==> config.mk <==
export PLATFORM = sky130hd
export DESIGN_NAME = core_memory_responder
export DESIGN_NICKNAME = d
export VERILOG_FILES = /design/src/rtl/core_memory_responder_pkg.sv /design/src/rtl/core_memory_responder_rr_arbiter.sv /design/src/rtl/core_memory_responder.sv
export SDC_FILE = /design/constraint.sdc
export NUM_CORES = 1
export LEC_CHECK = 0
export CORE_AREA = 2 2 104 106
export CTS_CLUSTER_SIZE = 25
export DETAILED_ROUTE_END_ITERATION = 6
export DIE_AREA = 0 0 106 108
export HOLD_SLACK_MARGIN = 0.12
export MAX_ROUTING_LAYER = met4
export PLACE_DENSITY = 0.85
export SKIP_LAST_GASP = 1
export SYNTH_ARGS = -nofsm -noshare
export SYNTH_HDL_FRONTEND = slang
export SYNTH_SLANG_ARGS = --single-unit
==> constraint.sdc <==
create_clock -name clk -period 3.4 [get_ports clk]
set_clock_uncertainty 0.1 [all_clocks]
set_input_delay 0.68 -clock clk [delete_from_list [all_inputs] [get_ports clk]]
set_output_delay 0.68 -clock clk [all_outputs]
set_load 0.01 [all_outputs]
==> src/rtl/core_memory_responder_pkg.sv <==
// Shared types and defaults for the core memory responder.
package core_memory_responder_pkg;

  localparam int unsigned DEFAULT_ADDR_W = 32;
  localparam int unsigned DEFAULT_DATA_W = 32;

  typedef enum logic [1:0] {
    ST_IDLE  = 2'd0,
    ST_ISSUE = 2'd1,
    ST_WAIT  = 2'd2,
    ST_DONE  = 2'd3
  } state_e;

  // Bits needed to hold values 0..n-1, never less than one.
  function automatic int unsigned idx_width(input int unsigned n);
    return (n > 1) ? $clog2(n) : 1;
  endfunction

endpackage

==> src/rtl/core_memory_responder_rr_arbiter.sv <==
// Round-robin pick: first eligible core strictly after ptr, wrapping.
module core_memory_responder_rr_arbiter #(
  parameter int unsigned NUM_CORES = 2,
  parameter int unsigned IDX_W     = 1
) (
  input  logic [NUM_CORES-1:0] eligible,
  input  logic [IDX_W-1:0]     ptr,
  output logic                 any_c,
  output logic [NUM_CORES-1:0] grant_oh_c,
  output logic [IDX_W-1:0]     grant_idx_c
);

  // Scan from ptr+1 around to ptr itself; the first hit wins.
  always_comb begin
    int unsigned cand;
    any_c       = 1'b0;
    grant_oh_c  = '0;
    grant_idx_c = '0;
    cand        = 0;
    for (int unsigned k = 1; k <= NUM_CORES; k++) begin
      cand = (32'(ptr) + k) % NUM_CORES;
      if (!any_c && eligible[IDX_W'(cand)]) begin
        any_c                    = 1'b1;
        grant_oh_c[IDX_W'(cand)] = 1'b1;
        grant_idx_c              = IDX_W'(cand);
      end
    end
  end

endmodule

==> src/rtl/core_memory_responder.sv <==
// Serves NUM_CORES cores round-robin against one fixed-latency single-port memory.
module core_memory_responder
  import core_memory_responder_pkg::*;
#(
  parameter int unsigned NUM_CORES   = 2,
  parameter int unsigned ADDR_W      = DEFAULT_ADDR_W,
  parameter int unsigned DATA_W      = DEFAULT_DATA_W,
  parameter int unsigned MEM_LATENCY = 1
) (
  input  logic                        clk,
  input  logic                        reset,
  input  logic [NUM_CORES-1:0]        core_request,
  input  logic [NUM_CORES*ADDR_W-1:0] core_addr,
  input  logic [NUM_CORES-1:0]        core_rden,
  input  logic [NUM_CORES-1:0]        core_wren,
  input  logic [NUM_CORES*DATA_W-1:0] core_write_val,
  output logic [NUM_CORES-1:0]        core_enable,
  output logic [DATA_W-1:0]           core_read_val,
  output logic [ADDR_W-1:0]           mem_addr,
  output logic                        mem_rden,
  output logic                        mem_wren,
  output logic [DATA_W-1:0]           mem_wdata,
  input  logic [DATA_W-1:0]           mem_rdata
);

  localparam int unsigned IDX_W = idx_width(NUM_CORES);
  localparam int unsigned CNT_W = idx_width(MEM_LATENCY);
  localparam logic [CNT_W-1:0] CNT_LOAD = CNT_W'(MEM_LATENCY - 1);
  localparam logic [IDX_W-1:0] PTR_RST  = IDX_W'(NUM_CORES - 1);

  state_e                 state_q, state_d;
  logic [IDX_W-1:0]       ptr_q, ptr_d;
  logic [IDX_W-1:0]       gnt_idx_q, gnt_idx_d;
  logic [NUM_CORES-1:0]   gnt_oh_q, gnt_oh_d;
  logic                   is_wr_q, is_wr_d;
  logic [CNT_W-1:0]       cnt_q, cnt_d;

  logic [NUM_CORES-1:0]   core_enable_q, core_enable_d;
  logic [DATA_W-1:0]      core_read_val_q, core_read_val_d;
  logic [ADDR_W-1:0]      mem_addr_q, mem_addr_d;
  logic                   mem_rden_q, mem_rden_d;
  logic                   mem_wren_q, mem_wren_d;
  logic [DATA_W-1:0]      mem_wdata_q, mem_wdata_d;

  logic [NUM_CORES-1:0]   eligible_c;
  logic                   any_c;
  logic [NUM_CORES-1:0]   arb_oh_c;
  logic [IDX_W-1:0]       arb_idx_c;
  logic [ADDR_W-1:0]      sel_addr_c;
  logic [DATA_W-1:0]      sel_wdata_c;
  logic                   sel_wr_c;

  // A request only counts when it carries a read or write qualifier.
  assign eligible_c = core_request & (core_rden | core_wren);

  core_memory_responder_rr_arbiter #(
    .NUM_CORES (NUM_CORES),
    .IDX_W     (IDX_W)
  ) u_arb (
    .eligible    (eligible_c),
    .ptr         (ptr_q),
    .any_c       (any_c),
    .grant_oh_c  (arb_oh_c),
    .grant_idx_c (arb_idx_c)
  );

  // Winner's payload; write takes precedence when both qualifiers are set.
  always_comb begin
    sel_addr_c  = core_addr[32'(arb_idx_c) * ADDR_W +: ADDR_W];
    sel_wdata_c = core_write_val[32'(arb_idx_c) * DATA_W +: DATA_W];
    sel_wr_c    = core_wren[arb_idx_c];
  end

  // State register.
  always_ff @(posedge clk) begin
    if (!reset) state_q <= ST_IDLE;
    else        state_q <= state_d;
  end

  // Next-state and control bookkeeping (grant latch, latency counter, pointer).
  always_comb begin
    state_d   = state_q;
    ptr_d     = ptr_q;
    gnt_idx_d = gnt_idx_q;
    gnt_oh_d  = gnt_oh_q;
    is_wr_d   = is_wr_q;
    cnt_d     = cnt_q;
    case (state_q)
      ST_IDLE: begin
        if (any_c) begin
          gnt_idx_d = arb_idx_c;
          gnt_oh_d  = arb_oh_c;
          is_wr_d   = sel_wr_c;
          state_d   = ST_ISSUE;
        end
      end
      ST_ISSUE: begin
        if (is_wr_q) begin
          state_d = ST_DONE;
        end else begin
          cnt_d   = CNT_LOAD;
          state_d = ST_WAIT;
        end
      end
      ST_WAIT: begin
        if (cnt_q == '0) state_d = ST_DONE;
        else             cnt_d   = cnt_q - CNT_W'(1);
      end
      ST_DONE: begin
        ptr_d   = gnt_idx_q;
        state_d = ST_IDLE;
      end
      default: state_d = ST_IDLE;
    endcase
  end

  // Output values for the next cycle; everything idles at zero.
  always_comb begin
    core_enable_d   = '0;
    core_read_val_d = '0;
    mem_addr_d      = '0;
    mem_wdata_d     = '0;
    mem_rden_d      = 1'b0;
    mem_wren_d      = 1'b0;
    case (state_q)
      ST_IDLE: begin
        if (any_c) begin
          mem_addr_d  = sel_addr_c;
          mem_wdata_d = sel_wdata_c;
          mem_wren_d  = sel_wr_c;
          mem_rden_d  = !sel_wr_c;
        end
      end
      ST_ISSUE: begin
        if (is_wr_q) core_enable_d = gnt_oh_q;
      end
      ST_WAIT: begin
        if (cnt_q == '0) begin
          core_enable_d   = gnt_oh_q;
          core_read_val_d = mem_rdata;
        end
      end
      default: ;
    endcase
  end

  // Datapath and output registers; reset discards any in-flight access.
  always_ff @(posedge clk) begin
    if (!reset) begin
      ptr_q           <= PTR_RST;
      gnt_idx_q       <= '0;
      gnt_oh_q        <= '0;
      is_wr_q         <= 1'b0;
      cnt_q           <= '0;
      core_enable_q   <= '0;
      core_read_val_q <= '0;
      mem_addr_q      <= '0;
      mem_rden_q      <= 1'b0;
      mem_wren_q      <= 1'b0;
      mem_wdata_q     <= '0;
    end else begin
      ptr_q           <= ptr_d;
      gnt_idx_q       <= gnt_idx_d;
      gnt_oh_q        <= gnt_oh_d;
      is_wr_q         <= is_wr_d;
      cnt_q           <= cnt_d;
      core_enable_q   <= core_enable_d;
      core_read_val_q <= core_read_val_d;
      mem_addr_q      <= mem_addr_d;
      mem_rden_q      <= mem_rden_d;
      mem_wren_q      <= mem_wren_d;
      mem_wdata_q     <= mem_wdata_d;
    end
  end

  assign core_enable   = core_enable_q;
  assign core_read_val = core_read_val_q;
  assign mem_addr      = mem_addr_q;
  assign mem_rden      = mem_rden_q;
  assign mem_wren      = mem_wren_q;
  assign mem_wdata     = mem_wdata_q;

endmodule

==> summary.txt <==
Clock tree
  – TritonCTS buffer count: 9
  – Worst-path clk slew: 0.10 ns
  – Max Buffers Root-to-Sink: 2
  – CTS hold repair buffers: 0
  – Post-cts sizing count: 0
  – Clk root buf: clkbuf_8
  – Clock Latency Late Sink: 0.37 ns
  – Clock sink total: 107
  – CTS tree: built
  – H-tree Lvls: 3
  – Post-CTS Setup Bufs: 0

Hold path
  – Worst hold endpoint: core_enable[0]
  – Hold Path Origin: gnt_oh_q[0]
  – HP Class: reg2reg
  – WHS Path Cells: 1

Setup path
  – Sequence of cells on the critical path: clkdlybuf4s50_1 -> o211a_1 -> o21ai_4 -> buf_4 -> a21oi_1
  – Reg2reg start: state_q[0]
  – Slowest Stage Delay on Critical Path: 0.53 ns
  – WP data arrival: 2.46 ns
  – Worst EP required: 3.55 ns
  – Nature of the critical path startpoint: input pin
  – WS Path Type: in2reg
  – Reg-to-reg slack, setup: 1.23 ns
  – CP max FO: 27
  – R2R depth: 6
  – End of the worst register-to-register path: mem_wdata[16]
  – CP max stage cell: clkdlybuf4s50_1
  – Crit end category: register

Synthesis
  – Share of the yosys chip area belonging to registers: 55.4%
  – Mapped cell area: 3860 um2
  – Cells after Synth: 420
  – Synthesized flop and latch total: 107
  – Avg Cell Area, Syn: 9.20 um2
  – Syn nets: 593
  – Top cell type's share of synthesized area: 55.4%
  – Number of library cell types mapped by synthesis: 28
  – Largest cells by area after synthesis: dfxtp_1 (55%), nand3_1 (8.8%), o21ai_0 (8.7%)
  – Biggest area consumer among synthesized cells: dfxtp_1
  – Ys Warns: 0

Floorplanning
  – IO Count: 268
  – Starting Density: 37.8%
  – Rows: 37
  – Die width: 106 um
  – Core Region: 10200 um2
  – Die ar.: 11400 um2
  – Chip height: 108 um

Run status
  – Status: complete, no violations

Finish
  – Post-layout net count: 837
  – Ratio of cells with drive above 1 in the final layout: 4.19%
  – Most frequent cells in the layout: clkdlybuf4s50_1 (267), dfxtp_1 (107), nand3_1 (68)
  – # diodes: 0
  – Syn-to-layout area delta: 76.5%
  – Commonest non-fill, non-tap cell in the layout: clkdlybuf4s50_1

Routing
  – Via density: 5.16
  – DR WL/cell: 16.8 um
  – DRC viols: 0
  – First drt pass iteration count: 7
  – Antenna-violating nets left: 0
  – Total number of vias: 4156
  – Final WL: 13500 um
  – DRT iter0 DRCs: 248

Power and ir drop
  – Switching pwr: 996 uW
  – VDD IR-drop max: 229 uV
  – Pleak: 2.60 nW
  – Register share of total power: 44.7%
  – Power density cells: 492 nW/um2
  – Final Power: 3.35 mW
  – Clock power frac: 23.8%
  – Internal Pwr Total: 2.36 mW
  – Combinational Power Share: 31.5%
  – Sw Share: 29.7%

Timing
  – Max Slew Vio Count: 0
  – Final period util: 67.9%
  – Final Hold Viols: 0
  – Max_slew headroom: 42.5%
  – Final setup viols: 0
  – Final TNS setup: 0 ns
  – RSZ-0062 raised after global routing: no
  – Minimum clock period: 2.31 ns
  – Worst slew pin tran: 0.862 ns
  – Maximum clock frequency: 433 MHz

Placement
  – Detailed placement HPWL: 9870 um
  – Final GP Congestion: 0.821
  – Buffers on Ports: 267

Global route
  – Total grt overflow: 0
  – Antenna violations before repair: 0
  – Total GRT Usage: 23.0%
  – Vias in the first global route: 4009
  – Global-route wire length before repair: 19800 um
  – Pin count of the biggest net entering global routing: 64

Run
  – Max Cap Viol: 0
==> how the worst max path moves through the flow <==
| stage | startpoint | cells after the start | endpoint |
|---|---|---|---|
| after floorplan | core_wren[0] | 5 | mem_wren |
| after global placement | core_wren[0] | 5 | mem_wdata[31] |
| after detailed placement | core_wren[0] | 5 | mem_wdata[13] |
| after CTS | core_wren[0] | 5 | mem_wdata[13] |
| after global routing | core_wren[0] | 5 | mem_wdata[20] |
| final | core_wren[0] | 5 | mem_wdata[16] |
==> flip-flops by register name (all words and copies together), names as in the netlist <==
signal,count
mem_wren,1
mem_wdata,32
core_read_val,32
core_enable,2
mem_addr,32
state_q,2
mem_rden,1
gnt_oh_q,2
ptr_q,1
is_wr_q,1
gnt_idx_q,1
==> synth_stat cells (all sizes together) <==
master	n
a211o	1
a21boi	3
a21oi	66
a31oi	2
and2	3
and3	33
and3b	1
buf	23
clkbuf	18
dfxtp	107
ha	5
inv	2
mux2i	2
nand2	6
nand3	68
nor2	2
o211a	3
o211ai	3
o21a	1
o21ai	69
o221a	1
o31ai	1
==> cell type report <==
type	count	area, um2
clock buffer	10	128
clock inverter	6	72.6
fill	844	3410
inverter	2	7.51
multi-input combinational	270	1520
sequential	107	2140
tap	136	170
timing repair buffer	274	2780
==> power groups by stage <==
| stage | Sequential, mW | Combinational, mW | Clock, mW |
|---|---|---|---|
| 2_1_floorplan | 1.60 | 0.357 | 0 |
| 3_3_place_gp | 1.52 | 1.02 | 0 |
| 3_5_place_dp | 1.53 | 1.05 | 0 |
| 4_1_cts | 1.50 | 1.06 | 0.812 |
| 5_1_grt | 1.51 | 1.13 | 0.868 |
| 6_report | 1.50 | 1.06 | 0.797 |
==> worst max-delay path, delay by kind of cell <==
family,cells,cell delay [ns]
buffers and inverters,2,0.92
AO/OA/AOI/OAI,3,0.84
==> logic make-up after synthesis <==
logic type	count (synthesis)	share of synthesized area, %
muxes	2	0.518
AOI/OAI and AO/OA	150	21.0
and+or+nand+nor	113	15.6
buffers and inverters	43	5.80
adders and majority gates	5	1.62
DFF	107	55.4
==> routing by layer <==
layer	global-route usage [%]	vias up	routed length (um)
li1	-	1979	-
met1	25.0	1927	5240
met2	40.1	226	6990
met3	5.36	24	973
met4	10.7	0	350
met5	-	-	0
==> through the flow <==
step           area (um2)  hold slack (ns)  utilization, %  std cells  worst slack [ns]
2_1_floorplan        3860            0.329               -        420              1.76
3_3_place_gp         6620            0.353            64.7        789             0.767
3_5_place_dp         6620            0.352            64.7        789             0.716
4_1_cts              6820            0.376            66.6        805              1.12
5_1_grt              6820            0.394            66.6        805             0.991
6_report             6820            0.373            66.6        805              1.09
Note: power is estimated with default switching activity, not from simulation.
